### src/rtl/bram_dual_port.sv
module bram_dual_port #(
    parameter int    BITWIDTH     = 12,
    parameter int    RAMWIDTH     = 32,
    parameter int    LANEWIDTH    = 12,
    parameter int    OUT_REG      = 0,
    parameter int    RDW_MODE     = 0,
    parameter int    CLEAR_ON_RST = 1,
    parameter string DATA_FILE    = "",
    localparam int   NUM_LANES    = BITWIDTH / LANEWIDTH,
    localparam int   AW           = (RAMWIDTH > 1) ? $clog2(RAMWIDTH) : 1
) (
    input  logic                 CLK_RAM,
    input  logic                 RST,
    input  logic                 WR_EN,
    input  logic [AW-1:0]        WR_ADR,
    input  logic [NUM_LANES-1:0] WR_MASK,
    input  logic [BITWIDTH-1:0]  DIN,
    input  logic                 RD_EN,
    input  logic [AW-1:0]        RD_ADR,
    output logic [BITWIDTH-1:0]  DOUT,
    output logic                 DOUT_VALID,
    output logic                 BUSY
);

    localparam logic [AW:0]   DEPTH    = RAMWIDTH[AW:0];
    localparam int            LAST_INT = RAMWIDTH - 1;
    localparam logic [AW-1:0] LAST_ADR = LAST_INT[AW-1:0];

    typedef enum logic {
        ST_CLEAR = 1'b0,
        ST_RUN   = 1'b1
    } state_e;

    logic [BITWIDTH-1:0] mem_q [RAMWIDTH];

    initial begin
        for (int i = 0; i < RAMWIDTH; i++) mem_q[i] = '0;
    end

    state_e        state_q, state_d;
    logic [AW-1:0] clr_cnt_q, clr_cnt_d;
    logic          clr_we;
    logic          busy;

    assign busy = RST | (state_q == ST_CLEAR);
    assign BUSY = busy;

    always_comb begin
        state_d   = state_q;
        clr_cnt_d = clr_cnt_q;
        clr_we    = 1'b0;
        if (!RST && state_q == ST_CLEAR) begin
            if (CLEAR_ON_RST != 0) begin
                clr_we    = 1'b1;
                clr_cnt_d = clr_cnt_q + AW'(1);
                if (clr_cnt_q == LAST_ADR) state_d = ST_RUN;
            end else begin
                state_d = ST_RUN;
            end
        end
    end

    always_ff @(posedge CLK_RAM) begin
        if (RST) begin
            state_q   <= ST_CLEAR;
            clr_cnt_q <= '0;
        end else begin
            state_q   <= state_d;
            clr_cnt_q <= clr_cnt_d;
        end
    end

    logic wr_in_range, rd_in_range;
    logic wr_fire, rd_fire, collide;

    assign wr_in_range = ({1'b0, WR_ADR} < DEPTH);
    assign rd_in_range = ({1'b0, RD_ADR} < DEPTH);
    assign wr_fire     = !busy && WR_EN && wr_in_range;
    assign rd_fire     = !busy && RD_EN;
    assign collide     = wr_fire && rd_fire && (WR_ADR == RD_ADR);

    logic                 mem_we;
    logic [AW-1:0]        mem_wadr;
    logic [NUM_LANES-1:0] mem_lane_en;
    logic [BITWIDTH-1:0]  mem_wdata;

    always_comb begin
        mem_we      = 1'b0;
        mem_wadr    = WR_ADR;
        mem_lane_en = WR_MASK;
        mem_wdata   = DIN;
        if (clr_we) begin
            mem_we      = 1'b1;
            mem_wadr    = clr_cnt_q;
            mem_lane_en = '1;
            mem_wdata   = '0;
        end else if (wr_fire) begin
            mem_we = 1'b1;
        end
    end

    always_ff @(posedge CLK_RAM) begin
        if (mem_we) begin
            for (int l = 0; l < NUM_LANES; l++) begin
                if (mem_lane_en[l])
                    mem_q[mem_wadr][l*LANEWIDTH +: LANEWIDTH] <=
                        mem_wdata[l*LANEWIDTH +: LANEWIDTH];
            end
        end
    end

    logic [BITWIDTH-1:0] rd_old;
    logic [BITWIDTH-1:0] rd_merged;
    logic [BITWIDTH-1:0] rd_word;

    always_comb begin
        rd_old = '0;
        if (rd_in_range) rd_old = mem_q[RD_ADR];
    end

    always_comb begin
        rd_merged = rd_old;
        for (int l = 0; l < NUM_LANES; l++) begin
            if (WR_MASK[l])
                rd_merged[l*LANEWIDTH +: LANEWIDTH] = DIN[l*LANEWIDTH +: LANEWIDTH];
        end
    end

    always_comb begin
        rd_word = rd_old;
        if (RDW_MODE == 1 && collide) rd_word = rd_merged;
    end

    logic [BITWIDTH-1:0] s1_data_q, s1_data_d;
    logic                s1_vld_q,  s1_vld_d;

    always_comb begin
        s1_data_d = s1_data_q;
        s1_vld_d  = rd_fire;
        if (rd_fire) s1_data_d = rd_word;
    end

    always_ff @(posedge CLK_RAM) begin
        if (RST) begin
            s1_data_q <= '0;
            s1_vld_q  <= 1'b0;
        end else begin
            s1_data_q <= s1_data_d;
            s1_vld_q  <= s1_vld_d;
        end
    end

    generate
        if (OUT_REG == 0) begin : g_lat1
            assign DOUT       = s1_data_q;
            assign DOUT_VALID = s1_vld_q;
        end else begin : g_lat2
            logic [BITWIDTH-1:0] dout_q, dout_d;
            logic                dvld_q, dvld_d;

            always_comb begin
                dout_d = dout_q;
                dvld_d = s1_vld_q;
                if (s1_vld_q) dout_d = s1_data_q;
            end

            always_ff @(posedge CLK_RAM) begin
                if (RST) begin
                    dout_q <= '0;
                    dvld_q <= 1'b0;
                end else begin
                    dout_q <= dout_d;
                    dvld_q <= dvld_d;
                end
            end

            assign DOUT       = dout_q;
            assign DOUT_VALID = dvld_q;
        end
    endgenerate

endmodule

### config.mk
export PLATFORM = sky130hd
export DESIGN_NAME = bram_dual_port
export DESIGN_NICKNAME = d
export VERILOG_FILES = /design/src/rtl/bram_dual_port.sv
export SDC_FILE = /design/constraint.sdc
export NUM_CORES = 1
export LEC_CHECK = 0
export CORE_MARGIN = 3
export CORE_UTILIZATION = 50
export CTS_CLUSTER_DIAMETER = 150
export CTS_CLUSTER_SIZE = 10
export DETAILED_ROUTE_END_ITERATION = 8
export PLACE_DENSITY = 0.67
export SLEW_MARGIN = 10
export SYNTH_ARGS = -nofsm -noshare
export SYNTH_HDL_FRONTEND = slang
export SYNTH_SLANG_ARGS = --single-unit
### constraint.sdc
create_clock -name CLK_RAM -period 3.4 [get_ports CLK_RAM]
set_input_delay 0.51 -clock CLK_RAM [delete_from_list [all_inputs] [get_ports CLK_RAM]]
set_output_delay 0.51 -clock CLK_RAM [all_outputs]
set_load 0.005 [all_outputs]
==> summary.txt, run 1 <==
Worst setup path
  • CP startpoint: RST
  • Crit-path cells: clkdlybuf4s50_1, nor2_2, buf_4, nand3b_1, o21ai_0, nand2_1, nor2_1
  • CP Capture Type: register
  • Crit Path Class: in2reg
  • Crit Path Max Fanout: 12
  • Delay-heaviest family, CP: simple AND/OR/NAND/NOR gates
  • Startpoint types: input port
  • Critical Path RT: between 3 and 4 ns
  • Reg2reg start: state_q
  • Crit-path max cell delay: roughly 0.9 ns
  • Arrival @ worst endpoint: between 2 and 3 ns
  • Slowest library cell on the worst path: nor2_1
  • Worst path bufs/invs: 2

Clock tree
  • Clk slew on worst S/H paths: about 0.050 ns
  • TritonCTS Sinks: 403
  • H-Tree Depth: 2
  • Clock Path Buffers: 3
  • Clock root cell: clkbuf_16
  • TritonCTS Buffers: 46
  • # resized after CTS: 0
  • Clk Latency, worst-skew pair: 0.53 ns
  • Post-CTS Hold Fix Bufs: 0
  • Setup bufs post-CTS: 0
  • CTS tree: built

STA
  • Final Hold Fails: 0
  • Final Cycle Share: 0.7562
  • Max-slew headroom: 0.2241
  • Setup TNS: 0 ns
  • Actual slew at the worst max-slew pin: 1.160 ns
  • Final hold slack: 0.4940 ns
  • Slew Viols, Final: 0
  • Peak Freq: between 300 and 400 MHz
  • Clock Skew: 0.01353 ns
  • # setup viols final: 0
  • RSZ-0062 raised after global routing: no
  • Min Tclk post-route: 2.571 ns
  • Final setup margin: 0.8288 ns

Floorplan
  • # rows: 64
  • I/O pins: 41
  • Die W: 184.7 um
  • Full die area: approximately 34000 um2
  • Die H: 184.7 um
  • Starting Density: 0.5149
  • Core area: 30990 um2

Final layout
  • Area growth syn-to-layout: 15.52%
  • Layout cell share with drive strength beyond 1: 0.1857
  • Antenna cells: 0
  • Post-Route Utilization: 0.5948
  • Fin cells: between 1000 and 1500
  • Layout Nets: 991
  • Seq. cell area: 11910 um2
  • Area of the multi-input gates: roughly 3700 um2
  • Most frequent cells in the layout: 384 x edfxtp_1, 109 x mux2i_1, 62 x buf_4
  • FILL cells: 2244
  • Most common cell after layout, fill and taps aside: edfxtp_1

Synth
  • Mapped Area: ~16000 um2
  • Post-synthesis register bit count: 403
  • Top_reg_cell synth: edfxtp_1
  • Synth Instances: 857
  • Seq/Total Area, Yosys: 0.7464
  • Yosys cell types: 37
  • Ys async rst share: 0
  • Post-synth EDFFs: 384
  • Mean Syn Cell Area: approximately 19 um2
  • Post-synthesis net count: 886
  • Synth Warn #: 0

Place
  • # port buffers: 40
  • Placement Setup Slack: 0.2789 ns
  • Dpl hpwl: 21260 um
  • GP Congestion: 0.7924
  • Cells after DPL: 1310

Pwr
  • Pint: 8.360 mW
  • Peak VDD IR: 0.0004141 V
  • Psw: 2.138 mW
  • Combinational power share: 0.054
  • Seq pwr share: 0.524
  • Pwr Density: 569.5 nW/um2
  • Switching Fraction: 0.2036
  • Clock share of power: 0.422
  • LEAKAGE: 6.347 nW

Drt
  • Drc violations: 0
  • Drt wl/cell: 24.95 um
  • Post-DRT Antenna Nets: 0
  • Vias per Instance: 5.881
  • DRT iter0 DRCs: 885
  • Total Wirelength: 34730 um
  • DRT Pass-1 Iters: 5
  • Via Count: 8187

Global routing
  • Antenna violations before repair: 1
  • Largest net degree at the start of global routing: 41
  • Grt ovf: 0
  • All-Layer GR Usage: 0.2088
  • Number of global-route vias before repair: 8176
  • First-pass GRT wire length: approximately 52000 um

Worst hold path
  • Hold wc startpoint: DOUT[11]
  • HP Class: reg2reg

Run
  • Max Cap Viol: 0

Run status
  • Run status: finished, final reports clean
## worst register-to-register path, stage by stage (launching register included)
cell,delay [ns]
dfxtp_1,0.32
nor2_2,0.32
buf_4,0.22
nand3b_1,0.08
o21ai_0,0.11
nand2_1,0.14
nor2_1,0.90
## routing by layer
layer,vias to the layer above,GRT usage,share of wire
met5,-,0,0
met4,0,0.05222,0.023
met3,53,0.03848,0.070
met2,304,0.3205,0.47
met1,4176,0.3151,0.44
li1,3654,-,-
## area by class of cell
type | count | area share
clock inverter | 1 | 0.0004751
multi-input combinational | 404 | 0.2029
timing repair buffer | 105 | 0.05016
tap | 396 | 0.02688
clock buffer | 81 | 0.07303
inverter | 2 | 0.0004072
sequential | 403 | 0.6462
## flip-flops by register name, indices dropped and copies added, names as in the netlist
signal,cells
state_q,1
mem_q,384
DOUT_VALID,1
DOUT,12
clr_cnt_q,5
## cell families after synthesis
family,share of synthesized area
flip-flops,0.7464
multiplexers,0.1486
AND/OR/NAND/NOR,0.03967
AO/OA/AOI/OAI,0.04038
buffers and inverters,0.02172
XOR/XNOR,0.001647
adder cells (fa/ha/maj),0.001568
## Yosys cell counts, drive strengths merged (2+ instances only)
master	number	area, um2
buf	29	267.8
nor2b	19	118.9
a22o	12	105.1
o41ai	3	26.28
a221oi	12	111.4
clkbuf	19	71.32
nand3	19	95.09
a211oi	3	22.52
nor2	45	168.9
ha	2	25.02
nand2b	5	31.28
mux2	14	157.7
xor2	2	17.52
nand3b	3	22.52
edfxtp	384	11530
a21oi	20	100.1
a22oi	33	247.7
mux4	48	1122
mux2i	109	1091
inv	2	7.510
o21ai	3	15.01
dfxtp	19	380.4
nand2	45	168.9
## final timing paths
check / endpoint / slack, ns / depth (start not counted)
worst max-delay path: mem_q[25][6] / 0.83 / 7
worst min-delay path: DOUT[11] / 0.49 / 1
worst min register to register: DOUT[11] / 0.49 / 1
worst max register to register: mem_q[25][6] / 0.92 / 6
## power groups by stage
stage               Clock, mW  Combinational (mW)  Sequential (mW)
CTS                      4.53               0.569             5.50
detailed placement          0               0.566             5.60
global placement            0               0.560             5.60
floorplan                   0               0.356             5.60
global route             4.77               0.609             5.50
finish                   4.43               0.566             5.50
## stage by stage
step	cell area, um2	power (mW)
after floorplan	15960	5.955
after global placement	17080	6.159
after detailed placement	17080	6.167
after CTS	18430	10.59
after global routing	18430	10.87
final	18430	10.50
(Power assumes the default switching activity.)
==> run 2, diff against run 1 <==
- clock period: 3.4 -> 2.66 ns (I/O delays scaled with it)
==> summary.txt, run 2 (synthesis results as in run 1) <==
Pwr
  • Pwr Density: 718.2 nW/um2 (+26%)
  • LEAKAGE: 6.523 nW (+2.8%)
  • Pwr Total: 13.44 mW (+28%)
  • Peak VDD IR: 0.0004595 V (+11%)

STA
  • Slew Viols, Final: 0 (unchanged)
  • Peak Freq: 477.5 MHz
  • Min Tclk post-route: about 2.1 ns
  • # setup viols final: 0 (unchanged)
  • Final setup margin: 0.5660 ns (-0.2628 ns)
  • Max-slew headroom: 0.4788 (+0.2548)
  • Actual slew at the worst max-slew pin: 0.7801 ns (-0.3795 ns)
  • RSZ-0062 raised after global routing: no
  • Final Cycle Share: 0.7872
  • Setup TNS: 0 ns (unchanged)
  • Final Hold Fails: 0 (unchanged)
  • Clock Skew: 0.01297 ns (-0.0005603 ns)

Final layout
  • Area of the multi-input gates: 3740 um2 (unchanged)
  • Antenna cells: 0 (unchanged)
  • Post-Route Utilization: 0.6038 (+0.008923)
  • Most frequent cells in the layout: 384 x edfxtp_1, 109 x mux2i_1, 88 x buf_4
  • Max reg flops: 384 (unchanged)
  • Seq. cell area: 11910 um2 (unchanged)
  • Area growth syn-to-layout: 17.25%
  • Largest Register: mem_q
  • Layout cell share with drive strength beyond 1: 0.2114 (+0.02561)
  • Layout Nets: 1022 (+3.1%)
  • FILL cells: 2237 (-0.31%)
  • Most common cell after layout, fill and taps aside: edfxtp_1

Drt
  • DRT iter0 DRCs: 957 (+8.1%)
  • Vias per Instance: 5.947 (+1.1%)
  • Drc violations: 0 (unchanged)
  • Top layer in use: met4
  • Total Wirelength: 35320 um (+1.7%)
  • Post-DRT Antenna Nets: 0 (unchanged)
  • Met2 wire len: 16080 um (-1.4%)
  • Via Count: 8433 (+3.0%)
  • DR WL met3: 2741 um (+13%)
  • DRT Pass-1 Iters: 5 (unchanged)
  • M1 wire length: 15520 um (+2.1%)
  • Drt wl/cell: 24.90 um (-0.17%)

Global routing
  • First-pass GRT wire length: 52990 um (+1.4%)
  • Antenna violations before repair: 0 (-1)
  • Largest net degree at the start of global routing: 49 (+20%)
  • All-Layer GR Usage: 0.2121 (+0.003232)
  • Grt ovf: 0 (unchanged)
  • Number of global-route vias before repair: 8258 (+1.0%)

Floorplan
  • # rows: 64 (unchanged)
  • Full die area: 34100 um2 (unchanged)
  • I/O pins: 41 (unchanged)
  • Die H: 184.7 um (unchanged)
  • Core area: 30990 um2 (unchanged)
  • Die W: 184.7 um (unchanged)
  • Starting Density: 0.5149 (unchanged)

Worst setup path
  • Crit-path max cell delay: 0.50 ns (-0.40 ns)
  • Arrival @ worst endpoint: 1.70 ns (-1.01 ns)
  • Startpoint types: input port
  • Crit-path cells: clkdlybuf4s50_1, buf_4, nand2b_1, clkdlybuf4s50_1
  • Worst path most repeated cell: clkdlybuf4s50_1
  • Reg2reg start: state_q
  • Slowest library cell on the worst path: clkdlybuf4s50_1
  • CP Capture Type: output port
  • Critical Path RT: 2.26 ns (-1.28 ns)
  • Crit Path Class: in2out
  • Crit Path Max Fanout: 11 (-1)
  • CP startpoint: RST

Clock tree
  • Setup bufs post-CTS: 0 (unchanged)
  • Clock Path Buffers: 3 (unchanged)
  • TritonCTS Buffers: 46 (unchanged)
  • H-Tree Depth: 2 (unchanged)
  • Post-CTS Hold Fix Bufs: 0 (unchanged)
  • Clock root cell: clkbuf_16
  • Clk slew on worst S/H paths: 0.06 ns (about the same)
  • CTS tree: built
  • TritonCTS Sinks: 403 (unchanged)
  • Clk Latency, worst-skew pair: 0.53 ns (about the same)
  • # resized after CTS: 0 (unchanged)

Worst hold path
  • Hold wc startpoint: DOUT[4]
  • HP Class: reg2reg

Place
  • # port buffers: 40 (unchanged)
  • Placement Setup Slack: 0.1779 ns (-0.1010 ns)
  • Dpl hpwl: 22080 um (+3.8%)
  • GP Congestion: 0.8510 (+7.4%)

Run status
  • Run status: finished, final reports clean

Run
  • Max Cap Viol: 0 (unchanged)
-- run 2: changes by cell type in the layout (fill, tap and decap cells not counted) --
cell and delta:
clkbuf_1 -5, buf_12 +5, buf_4 +26
-- run 2: final timing paths --
| path | end | slack [ns] | cells after the start |
|---|---|---|---|
| setup / recovery | BUSY | 0.57 | 4 |
| hold / removal | DOUT[4] | 0.52 | 2 |
| setup reg to reg | DOUT[5] | 0.76 | 4 |
| hold reg to reg | DOUT[4] | 0.52 | 2 |
-- run 2: power breakdown --
group | internal, mW | switching [mW] | leakage (nW)
logic | 0.299 | 0.462 | 2.22
clock network | 3.37 | 2.28 | 0.640
registers | 7.01 | 0.0166 | 3.67
total | 10.7 | 2.76 | 6.52
-- run 2: metrics by stage --
stage	std cells	instance area [um2]	hold WS (ns)
final	1418	18710	0.5223
after global routing	1418	18710	0.5232
after CTS	1418	18710	0.5228
after detailed placement	1341	17370	0.5153
after global placement	1341	17370	0.5093
after floorplan	857	15960	0.4442
-- run 2: worst max-delay path: cells and delay by family --
kind	cells	cell delay (ns)
simple gates	1	0.12
buf+inv	3	1.17
-- run 2: area by class of cell --
cell class	count	area share
Sequential cell	403	0.6366
Multi-Input combinational cell	404	0.1999
Clock buffer	76	0.07095
Timing Repair Buffer	136	0.06520
Tap cell	396	0.02648
Clock inverter	1	0.0004681
Inverter	2	0.0004012
-- run 2: layer usage --
layer  up-vias  track usage
li1       3705            -
met1      4305       0.3215
met5         -            0
met3        60      0.04460
met2       363       0.3134
met4         0      0.06543
